[config.mk]
export PLATFORM = sky130hd
export DESIGN_NAME = sram_rw_port_driver
export DESIGN_NICKNAME = d
export VERILOG_FILES = /design/src/rtl/sram_port_pkg.sv /design/src/rtl/sram_resp_fifo.sv /design/src/rtl/sram_rw_port_driver.sv
export SDC_FILE = /design/constraint.sdc
export NUM_CORES = 1
export LEC_CHECK = 0
export ABC_AREA = 1
export CORE_AREA = 2 2 98 100
export DETAILED_ROUTE_END_ITERATION = 8
export DIE_AREA = 0 0 100 102
export PLACE_DENSITY = 0.9
export SLEW_MARGIN = 20
export SYNTH_ARGS = -nofsm -noshare
export SYNTH_HDL_FRONTEND = slang
export SYNTH_SLANG_ARGS = --single-unit
export TNS_END_PERCENT = 5
[constraint.sdc]
create_clock -name clock -period 4 [get_ports clock]
set_input_delay 1.2 -clock clock [delete_from_list [all_inputs] [get_ports clock]]
set_output_delay 1.2 -clock clock [all_outputs]
set_load 0.01 [all_outputs]
[src/rtl/sram_port_pkg.sv]
// Shared definitions for the requester-side SRAM array drivers.
// Holds the default geometry of the 8x30 masked macro, the derived lane and
// counter widths, and the request bundle layout used by sibling drivers.
package sram_port_pkg;

  localparam int DEF_ADDR_W     = 3;
  localparam int DEF_DATA_W     = 30;
  localparam int DEF_MASK_SEG   = 2;
  localparam int DEF_RESP_DEPTH = 3;

  localparam int LANE_W = DEF_DATA_W / DEF_MASK_SEG;
  localparam int CNT_W  = $clog2(DEF_RESP_DEPTH + 1);

  // Counter width able to hold 0..depth inclusive.
  function automatic int cnt_width(input int depth);
    return $clog2(depth + 1);
  endfunction

  typedef struct packed {
    logic                    write;
    logic [DEF_ADDR_W-1:0]   addr;
    logic [DEF_MASK_SEG-1:0] mask;
    logic [DEF_DATA_W-1:0]   data;
  } sram_req_t;

endpackage

[src/rtl/sram_resp_fifo.sv]
// Small circular response FIFO for captured SRAM read data.
// Ports:
//   clock, reset        clock and asynchronous active-high reset
//   push, push_data     write one entry at the tail
//   pop                 drop the head entry (ignored when empty)
//   pop_data            current head entry
//   full, empty, count  occupancy status
// Push and pop may occur together at any occupancy, including full: the head
// is read combinationally before the tail slot is overwritten at the edge.
module sram_resp_fifo
  import sram_port_pkg::*;
#(
  parameter int DATA_W     = DEF_DATA_W,
  parameter int RESP_DEPTH = DEF_RESP_DEPTH
) (
  input  logic                             clock,
  input  logic                             reset,
  input  logic                             push,
  input  logic [DATA_W-1:0]                push_data,
  input  logic                             pop,
  output logic [DATA_W-1:0]                pop_data,
  output logic                             full,
  output logic                             empty,
  output logic [cnt_width(RESP_DEPTH)-1:0] count
);

  localparam int CW = cnt_width(RESP_DEPTH);
  localparam int PW = (RESP_DEPTH > 1) ? $clog2(RESP_DEPTH) : 1;
  localparam logic [PW-1:0] LAST_PTR = PW'(RESP_DEPTH - 1);

  logic [DATA_W-1:0] store [RESP_DEPTH];
  logic [PW-1:0]     wr_ptr;
  logic [PW-1:0]     rd_ptr;
  logic              pop_en;

  assign pop_en   = pop && !empty;
  assign pop_data = store[rd_ptr];
  assign full     = (count == CW'(RESP_DEPTH));
  assign empty    = (count == '0);

  // Pointers wrap at RESP_DEPTH, which need not be a power of two.
  always_ff @(posedge clock or posedge reset) begin
    if (reset) begin
      wr_ptr <= '0;
      rd_ptr <= '0;
      count  <= '0;
    end else begin
      if (push) wr_ptr <= (wr_ptr == LAST_PTR) ? '0 : wr_ptr + PW'(1);
      if (pop_en) rd_ptr <= (rd_ptr == LAST_PTR) ? '0 : rd_ptr + PW'(1);
      case ({push, pop_en})
        2'b10:   count <= count + CW'(1);
        2'b01:   count <= count - CW'(1);
        default: count <= count;
      endcase
    end
  end

  // Storage needs no reset; only the pointers define validity.
  always_ff @(posedge clock) begin
    if (push) store[wr_ptr] <= push_data;
  end

endmodule

[src/rtl/sram_rw_port_driver.sv]
// Requester-side driver for a single-port masked SRAM macro.
// Ports:
//   clock, reset                  clock (also the macro clock), async active-high reset
//   req_valid/req_ready           request handshake; req_write/addr/mask/data payload
//   resp_valid/resp_ready         read response handshake; resp_data in request order
//   mem_en/wmode/addr/wmask/wdata macro pins, driven combinationally from the request
//   mem_rdata                     macro read data, valid the cycle after a read fire
// A request is only accepted when a response slot is guaranteed, counting the
// read still in flight, so the FIFO can never overflow.
module sram_rw_port_driver
  import sram_port_pkg::*;
#(
  parameter int ADDR_W     = DEF_ADDR_W,
  parameter int DATA_W     = DEF_DATA_W,
  parameter int MASK_SEG   = DEF_MASK_SEG,
  parameter int RESP_DEPTH = DEF_RESP_DEPTH
) (
  input  logic                clock,
  input  logic                reset,
  input  logic                req_valid,
  output logic                req_ready,
  input  logic                req_write,
  input  logic [ADDR_W-1:0]   req_addr,
  input  logic [MASK_SEG-1:0] req_mask,
  input  logic [DATA_W-1:0]   req_data,
  output logic                resp_valid,
  input  logic                resp_ready,
  output logic [DATA_W-1:0]   resp_data,
  output logic                mem_en,
  output logic                mem_wmode,
  output logic [ADDR_W-1:0]   mem_addr,
  output logic [MASK_SEG-1:0] mem_wmask,
  output logic [DATA_W-1:0]   mem_wdata,
  input  logic [DATA_W-1:0]   mem_rdata
);

  localparam int CW = cnt_width(RESP_DEPTH);
  localparam logic [CW:0] DEPTH_V = (CW + 1)'(RESP_DEPTH);

  logic          fire;
  logic          rd_pend;
  logic          fifo_full;
  logic          fifo_empty;
  logic [CW-1:0] fifo_count;
  logic [CW:0]   occupancy;

  // Slots already promised: stored responses plus the read whose data arrives
  // next cycle. Depends only on state and reset, never on resp_ready.
  assign occupancy = {1'b0, fifo_count} + {{CW{1'b0}}, rd_pend};
  assign req_ready = !reset && !fifo_full && (occupancy < DEPTH_V);
  assign fire      = req_valid && req_ready;

  // A fully masked write is accepted but never touches the array.
  assign mem_en    = fire && !(req_write && (req_mask == '0));
  assign mem_wmode = req_write;
  assign mem_addr  = req_addr;
  assign mem_wmask = req_write ? req_mask : '0;
  assign mem_wdata = req_data;

  // The macro output is only meaningful the cycle after the read fires, so
  // rd_pend marks exactly that cycle for capture.
  always_ff @(posedge clock or posedge reset) begin
    if (reset) rd_pend <= 1'b0;
    else       rd_pend <= fire && !req_write;
  end

  assign resp_valid = !fifo_empty;

  sram_resp_fifo #(
    .DATA_W     (DATA_W),
    .RESP_DEPTH (RESP_DEPTH)
  ) u_fifo (
    .clock     (clock),
    .reset     (reset),
    .push      (rd_pend),
    .push_data (mem_rdata),
    .pop       (resp_valid && resp_ready),
    .pop_data  (resp_data),
    .full      (fifo_full),
    .empty     (fifo_empty),
    .count     (fifo_count)
  );

endmodule
; Word-level counts from Yosys, hierarchy flattened
; Memories as Yosys holds them, arrays and structs flattened.
; Cells that the tools add are included.
; Widths: inputs -> output; s select.
[word_totals]
mem_bits_rw = 90
reg_bits = 7
output_inout_bits = 69
memories = 1
word_cells = 38
[op_classes]
addsub = 5
n_lt_le_gt_ge = 1
n_reduce_logical = 16
mux = 6
eq_ne = 5
[mem_list]
columns = name, depth, word_bits, rd, rd_clocked_by_memory_dff, write_ports, line
row1 = u_fifo.store, 3, 30, 1, 0, 1, sram_resp_fifo.sv:31  ; logic [DATA_W-1:0] store [RESP_DEPTH];
[ops]
columns = op, count
row1 = $eq 2x2->1 const B, 4
row2 = $logic_and 1x1->1, 8
row3 = $add 2x1->2 const B, 3
row4 = $mux 2, 3
row5 = $logic_not 1->1, 5
row6 = $logic_not 2->1, 2
row7 = $pmux 2 s2, 1
row8 = $add 2x1->3, 1
row9 = $lt 3x2->1 const B, 1
row10 = $eq 2x1->1 const B, 1
row11 = $mux 1, 2
row12 = $reduce_bool 2->1, 1
row13 = $sub 2x1->2 const B, 1

; Longest topological paths before layout
; Gate-level depths: netlist (run 1).
[depth]
ltp_word = 6
ltp_mapped = 10
ltp_nobuf = 10

; Cells and area by module
; A second synthesis (run 1) with hierarchy kept.
[hier_totals]
hier_cells = 316
area_unflattened_um2 = 3983.8
[by_module_without_submodules]
columns = module, area_per_inst_um2, cells_per_inst, instances, seq_area_each_um2
row1 = sram_resp_fifo, 3599.7, 263, 1, 2852.7
row2 = sram_rw_port_driver, 384.1, 53, 1, 25.0

; Least setup slack after synthesis (run 1)
; OpenSTA, ideal clock, no wires.
[synth_timing]
path_type = register to register
from = register rd_pend
to = memory u_fifo.store[2][0] (netlist name), enable pin
setup_slack_ps = 984
arrival_time_ps = 2561
period_less_slack_ps = 3016
stages_incl_launch_ff = 3
setup_ps = 455
t_required_ps = 3545
path_cell_list = dfrtp_1 -> inv_1 -> nor3_1
[synth_via]
elab_chain_cells = 2
[synth_rtl]
columns = element, line
row1 = from (decl), sram_rw_port_driver.sv:41  ; logic rd_pend;
row2 = from (signal assigned), sram_rw_port_driver.sv:64  ; else rd_pend <= fire && !req_write;
row3 = $mux 1, sram_resp_fifo.sv:60  ; if (push) store[wr_ptr] <= push_data;
row4 = $mux 1 (implied by the code), sram_resp_fifo.sv:60
row5 = to (decl), sram_resp_fifo.sv:31
; No other way between the ends.

; Final worst setup path (run 1)
[layout_timing]
from = input port req_write
to = output port mem_en
[layout_via]
elab_chain_cells = 3
[layout_rtl]
columns = element, line
row1 = from (decl), sram_rw_port_driver.sv:22  ; input logic req_write,
row2 = $logic_and 1x1->1, sram_rw_port_driver.sv:54  ; assign mem_en = fire && !(req_write && (req_mask == '0));
row3 = $logic_not 1->1, sram_rw_port_driver.sv:54
row4 = $logic_and 1x1->1, sram_rw_port_driver.sv:54
row5 = to (decl), sram_rw_port_driver.sv:29  ; output logic mem_en,
; No other way between the ends.

==> summary.txt, run 1 <==
Clocking
  – Post-CTS Setup Repair Bufs: 0
  – CTS Root Cell: clkbuf_8
  – # H-tree levels: 3
  – Cts-stage hold buffer count: 0
  – Clock Path Buffers: 2
  – CTS tree: built
  – Sink Count: 97
  – Worst-path clk slew: 0.10 ns
  – # resized after CTS: 0
  – Number of CTS-inserted buffers: 9
  – Clock Latency Late Sink: 0.35 ns

Pwr
  – Pwr Density: 626.0 nW/um^2
  – Leakage Power: 0.001808 uW
  – VDD IR max: 0.3632 mV

Floorplanning
  – Die H: 102 um
  – I/O pin count: 139
  – Die width: 100 um
  – Initial Util: 0.4434
  – Cell Rows: 35
  – Full die area: 10200 sq um
  – CORE AREA: 9109 sq um

STA
  – Final Slew Violations: 0
  – Worst rel slew slack: 0.4684
  – Pin slew with the least headroom to its limit: 0.7955 ns
  – RSZ-0062 raised after global routing: no
  – Period minus WS final: 3.732 ns
  – TNS Setup: 0 ns
  – Fmax: 268.0 MHz
  – WHS: 0.5645 ns
  – Endpoints failing setup: 0
  – Ratio of final minimum period to clock period: 0.9329
  – Worst clock skew: 0.01405 ns
  – Hold Vio Cnt, Final: 0

Yosys
  – Yosys top cell by area: edfxtp_1
  – Share of the synthesized area in the top cell type: 0.6691
  – Synth top area cells: edfxtp_1, nand2_1, buf_4
  – Mapped Cells: 310
  – Yosys reg bits: 97
  – Mapped cell area: 4039 sq um
  – Synthesis Warnings: 0
  – Syn_nets: 383
  – Mean Syn Cell Area: 13.03 sq um
  – Unique masters post-synth: 21
  – Seq/Total Area, Yosys: 0.7125

Placed design
  – IO Port Bufs: 72
  – GPL Wtd Cong: 0.7590
  – Hpwl dp: 5157 um

Hold path
  – Min-Delay Path Class: flip-flop to flip-flop
  – Hold Path Origin: u_fifo.count[1]
  – Hold Path Depth: 2
  – Hold endpoint: u_fifo.count[1]

GRT
  – Global-route usage over all layers: 0.1581
  – First-pass GRT wire length: 12120 um
  – Initial antenna violation count: 0
  – Largest net degree at the start of global routing: 32
  – Vias in the first global route: 2504
  – Overflow left after global routing: 0

Detailed routing
  – Routed WL: 7907 um
  – Metal2 WL: 4118 um
  – WL met1: 3049 um
  – Antenna Violating Nets Remaining: 0
  – Via Count: 2372
  – WL met3: 427 um
  – Max layer used: met4
  – Avg WL per Cell: 16.82 um
  – Via density: 5.047
  – Number of DRC markers in iteration 0: 72
  – # DRC: 0
  – DRT Pass-1 Iters: 6

Layout
  – FILL cells: 775
  – Layout cell share with drive strength beyond 1: 0.1003
  – Diode count: 0
  – Area grow syn2layout: 19.21%
  – Final net count: 427

Flow run
  – Max Cap Violations: 0

Worst setup path
  – R2R setup slack: 2.20 ns
  – R2R depth: 4
  – CP Launch Type: input port
  – Crit-path max FO: 5
  – Worst Path Required: 2.80 ns
  – RR Endpoint: u_fifo.store[1][23]
  – Worst reg2reg startpoint: u_fifo.wr_ptr[1]
  – Worst setup path class: input port to output pin
  – Critical path capture point type: output pin
  – Worst endpoint data arrival time: 2.53 ns

Outcome
  – Status: completed
==> cells by family (layout without fill, tap and decap cells) <==
family,after synthesis,in the layout,synth area share
xor+xnor,1,1,0.002169
fa+ha+maj,3,3,0.009295
compound gates,2,2,0.002478
flops,97,97,0.7125
buf+inv,58,107,0.1022
simple gates,149,149,0.1713
==> routing by layer <==
metal,vias up,track usage
li1,1104,-
met1,1159,0.1700
met4,0,0.08746
met5,-,0
met2,71,0.2853
met3,38,0.04104
==> layout by cell type, fill, tap and decap left out <==
cell type / netlist / final
nand2_1: 106 / 106
edfxtp_1: 90 / 90
clkdlybuf4s50_1: 0 / 72
nand3_1: 22 / 22
inv_1: 13 / 13
nand3_2: 11 / 11
clkbuf_8: 0 / 9
dfrtp_1: 7 / 7
buf_4: 34 / 5
nor2_1: 3 / 3
ha_1: 3 / 3
inv_6: 0 / 3
o21ai_0: 2 / 2
nand4_1: 2 / 2
bufinv_16: 0 / 2
inv_2: 1 / 1
nor2_8: 1 / 1
xnor2_1: 1 / 1
nor2_4: 1 / 1
and3_1: 1 / 1
nor3b_1: 1 / 1
nor3_2: 0 / 1
clkinv_8: 0 / 1
clkinvlp_4: 0 / 1
==> cell type report <==
cell class                 instances  area [sq um]  share of cell area
multi-input combinational        155         753.2              0.1564
clock buffer                       9         123.9             0.02573
inverter                          14         52.55             0.01091
timing repair buffer              77         758.2              0.1575
sequential                        97          2878              0.5977
tap                              111         138.9             0.02885
clock inverter                     7         110.1             0.02287
==> stage by stage <==
| step | std cells | total power, uW | setup slack (ns) | utilization | cell area (sq um) |
|---|---|---|---|---|---|
| after floorplan | 310 | 1915 | 0.9838 | - | 4039 |
| after global placement | 454 | 2314 | 0.3204 | 0.5029 | 4581 |
| after detailed placement | 454 | 2347 | 0.2591 | 0.5029 | 4581 |
| after CTS | 470 | 3067 | 0.2630 | 0.5286 | 4815 |
| after global routing | 470 | 3191 | 0.1901 | 0.5286 | 4815 |
| final | 470 | 3014 | 0.2684 | 0.5286 | 4815 |
==> state kept, by name (all words and copies together), names as in the netlist <==
register       flops
u_fifo.count       2
u_fifo.wr_ptr      2
rd_pend            1
u_fifo.store      90
u_fifo.rd_ptr      2
==> worst max-delay path, cell delays in order <==
cell             delay, ns
clkdlybuf4s50_1       0.55
nor3b_1               0.23
nor2_1                0.08
clkdlybuf4s50_1       0.48
==> Yosys cell counts <==
| cell type | count |
|---|---|
| and3_1 | 1 |
| buf_2 | 3 |
| buf_4 | 34 |
| buf_6 | 4 |
| buf_8 | 3 |
| dfrtp_1 | 7 |
| edfxtp_1 | 90 |
| ha_1 | 3 |
| inv_1 | 13 |
| inv_2 | 1 |
| nand2_1 | 106 |
| nand3_1 | 22 |
| nand3_2 | 11 |
| nand4_1 | 2 |
| nor2_1 | 3 |
| nor2_4 | 1 |
| nor2_8 | 1 |
| nor3_1 | 1 |
| nor3b_1 | 1 |
| o21ai_0 | 2 |
| xnor2_1 | 1 |
==> where the power goes <==
group / switching (uW) / internal [uW] / total [uW]
Clock: 348 / 364 / 712
Combinational: 562 / 498 / 1060
Sequential: 47.9 / 1190 / 1240
Total: 958 / 2060 / 3010
==> worst max-delay path by stage <==
stage	endpoint	cells after the start	from
finish	mem_en	4	req_write
global route	mem_en	4	req_write
CTS	mem_en	5	reset
detailed placement	mem_en	5	reset
global placement	mem_en	5	reset
floorplan	u_fifo.store[2][0]	2	rd_pend
Note: power is estimated with default switching activity, not from simulation.
==> run 2, diff against run 1 <==
--- a/config.mk
+++ b/config.mk
@@ -7,4 +7,5 @@
 export LEC_CHECK = 0
 export ABC_AREA = 1
+export ABC_CLOCK_PERIOD_IN_PS = 4000
 export CORE_AREA = 2 2 98 100
 export DETAILED_ROUTE_END_ITERATION = 8
==> constraint.sdc (replaced) <==
create_clock -name clock -period 4 [get_ports clock]
set_input_delay 1.2 -clock clock [delete_from_list [all_inputs] [get_ports clock]]
set_output_delay 1.2 -clock clock [all_outputs]
set_load 0.1 [all_outputs]
==> run 2 against run 1 <==
Effect of this change: via count shrank 0.13%; final cell count did not move; cell area grew 6.9%; non-clock buffer count did not move; sequential share of layout area shrank 3.9 points; clock skew is 0.0013 ns higher; first-iteration DRC count increased by 28%; critical path depth is 1 higher; critical endpoint unchanged.
==> summary.txt, run 2 (same netlist as run 1, synthesis figures left out) <==
Worst setup path
  – R2R setup slack: 2.21 ns (about the same)
  – Worst endpoint data arrival time: 2.30 ns (-0.23 ns)
  – Worst reg2reg startpoint: u_fifo.wr_ptr[1]
  – CP Launch Type: input port
  – Worst Path Required: 2.80 ns (about the same)
  – Critical path capture point type: output pin
  – Worst setup path class: input port to output pin
  – Crit-path max FO: 2 (-3)
  – R2R depth: 4 (unchanged)
  – RR Endpoint: u_fifo.store[0][16]

Floorplanning
  – Full die area: 10200 sq um (unchanged)
  – Initial Util: 0.4434 (unchanged)
  – Die H: 102 um (unchanged)
  – Die width: 100 um (unchanged)
  – CORE AREA: 9109 sq um (unchanged)
  – I/O pin count: 139 (unchanged)
  – Cell Rows: 35 (unchanged)

STA
  – Worst clock skew: 0.01536 ns (+0.001309 ns)
  – Worst rel slew slack: 0.4412 (-0.02726)
  – Hold Vio Cnt, Final: 0 (unchanged)
  – Fmax: 285.7 MHz (+6.6%)
  – Period minus WS final: 3.500 ns (-0.2316 ns)
  – Endpoints failing setup: 0 (unchanged)
  – RSZ-0062 raised after global routing: no
  – Final Slew Violations: 0 (unchanged)
  – Pin slew with the least headroom to its limit: 0.8363 ns (+0.04079 ns)
  – Ratio of final minimum period to clock period: 0.8750 (-0.05789)
  – TNS Setup: 0 ns (unchanged)
  – WHS: 0.5430 ns (-0.02151 ns)
  – Final WS setup: 0.5000 ns (+0.2316 ns)

Clocking
  – CTS Root Cell: clkbuf_8
  – # resized after CTS: 0 (unchanged)
  – Post-CTS Setup Repair Bufs: 0 (unchanged)
  – Worst-path clk slew: 0.09 ns (about the same)
  – Cts-stage hold buffer count: 0 (unchanged)
  – CTS tree: built
  – Clock Latency Late Sink: 0.35 ns (about the same)
  – Sink Count: 97 (unchanged)
  – Number of CTS-inserted buffers: 9 (unchanged)
  – # H-tree levels: 3 (unchanged)
  – Clock Path Buffers: 2 (unchanged)

GRT
  – Vias in the first global route: 2395 (-4.4%)
  – Largest net degree at the start of global routing: 33 (+3.1%)
  – Global-route usage over all layers: 0.1608 (+0.002746)
  – First-pass GRT wire length: 12220 um (+0.79%)
  – Overflow left after global routing: 0 (unchanged)
  – Initial antenna violation count: 0 (unchanged)

Layout
  – Diode count: 0 (unchanged)
  – FILL cells: 717 (-7.5%)
  – Area grow syn2layout: 27.42%
  – Final net count: 427 (unchanged)
  – Reg with most FFs: u_fifo.store
  – Most common cell after layout, fill and taps aside: nand2_1
  – Max reg flops: 90 (unchanged)
  – Design area: 5146 sq um (+6.9%)
  – Layout cell share with drive strength beyond 1: 0.1950 (+0.09471)
  – Most frequent cells in the layout: nand2_1, edfxtp_1, clkdlybuf4s50_1

Detailed routing
  – Number of DRC markers in iteration 0: 92 (+28%)
  – WL met1: 2966 um (-2.7%)
  – Via density: 5.040 (-0.13%)
  – DRT Pass-1 Iters: 4 (-2)
  – Routed WL: 7972 um (+0.82%)
  – WL met3: 461 um (+8.0%)
  – Antenna Violating Nets Remaining: 0 (unchanged)
  – Metal2 WL: 4234 um (+2.8%)
  – # DRC: 0 (unchanged)
  – Avg WL per Cell: 16.96 um (+0.82%)
  – Max layer used: met4
  – Via Count: 2369 (-0.13%)

Flow run
  – Max Cap Violations: 0 (unchanged)

Placed design
  – Hpwl dp: 5211 um (+1.0%)
  – Placed Area: 4928 sq um (+7.6%)
  – Dpl ws: 0.5097 ns (+0.2506 ns)
  – GPL Wtd Cong: 0.7799 (+2.8%)
  – IO Port Bufs: 72 (unchanged)

Outcome
  – Status: completed

Hold path
  – Hold endpoint: u_fifo.count[1]
  – Hold Path Origin: u_fifo.count[1]
  – Hold Path Depth: 2 (unchanged)
  – Min-Delay Path Class: flip-flop to flip-flop
[run 2: cell types whose count changed in the layout (fill, tap and decap cells not counted), sizes merged]
cell,before,now
clkdlybuf4s50,72,36
inv,17,15
clkinvlp,1,2
buf,5,41
clkbuf,9,10
[run 2: per-layer routing]
| layer | global-route usage | vias to the layer above |
|---|---|---|
| met1 | 0.1775 | 1150 |
| met3 | 0.03283 | 35 |
| li1 | - | 1104 |
| met5 | 0 | - |
| met4 | 0.1043 | 0 |
| met2 | 0.2843 | 80 |
[run 2: cell type report]
class,instances,area [sq um],area share
Timing Repair Buffer,77,1106,0.2149
Clock buffer,10,127.6,0.02480
Clock inverter,6,90.09,0.01751
Tap cell,111,138.9,0.02699
Multi-Input combinational cell,155,753.2,0.1464
Sequential cell,97,2878,0.5592
Inverter,14,52.55,0.01021
[run 2: how the worst max path moves through the flow]
stage / endpoint / startpoint / slack, ns
after floorplan: mem_en / reset / 0.13
after global placement: mem_en / req_write / 0.53
after detailed placement: mem_en / reset / 0.51
after CTS: mem_en / reset / 0.50
after global routing: mem_en / reset / 0.42
final: mem_en / reset / 0.50
[run 2: metrics by stage]
step | util | cells
2_1_floorplan | - | 310
3_3_place_gp | 0.5411 | 454
3_5_place_dp | 0.5411 | 454
4_1_cts | 0.5650 | 470
5_1_grt | 0.5650 | 470
6_report | 0.5650 | 470
[run 2: worst max-delay path, stage by stage]
cell and delay (ns):
clkdlybuf4s50_1 0.43, nor2_1 0.16, nand4_1 0.11, nor2_1 0.19, buf_12 0.20
Power of run 2 is not shown: default switching activity piles up to over one toggle a cycle in this logic, so the estimate is an artifact.
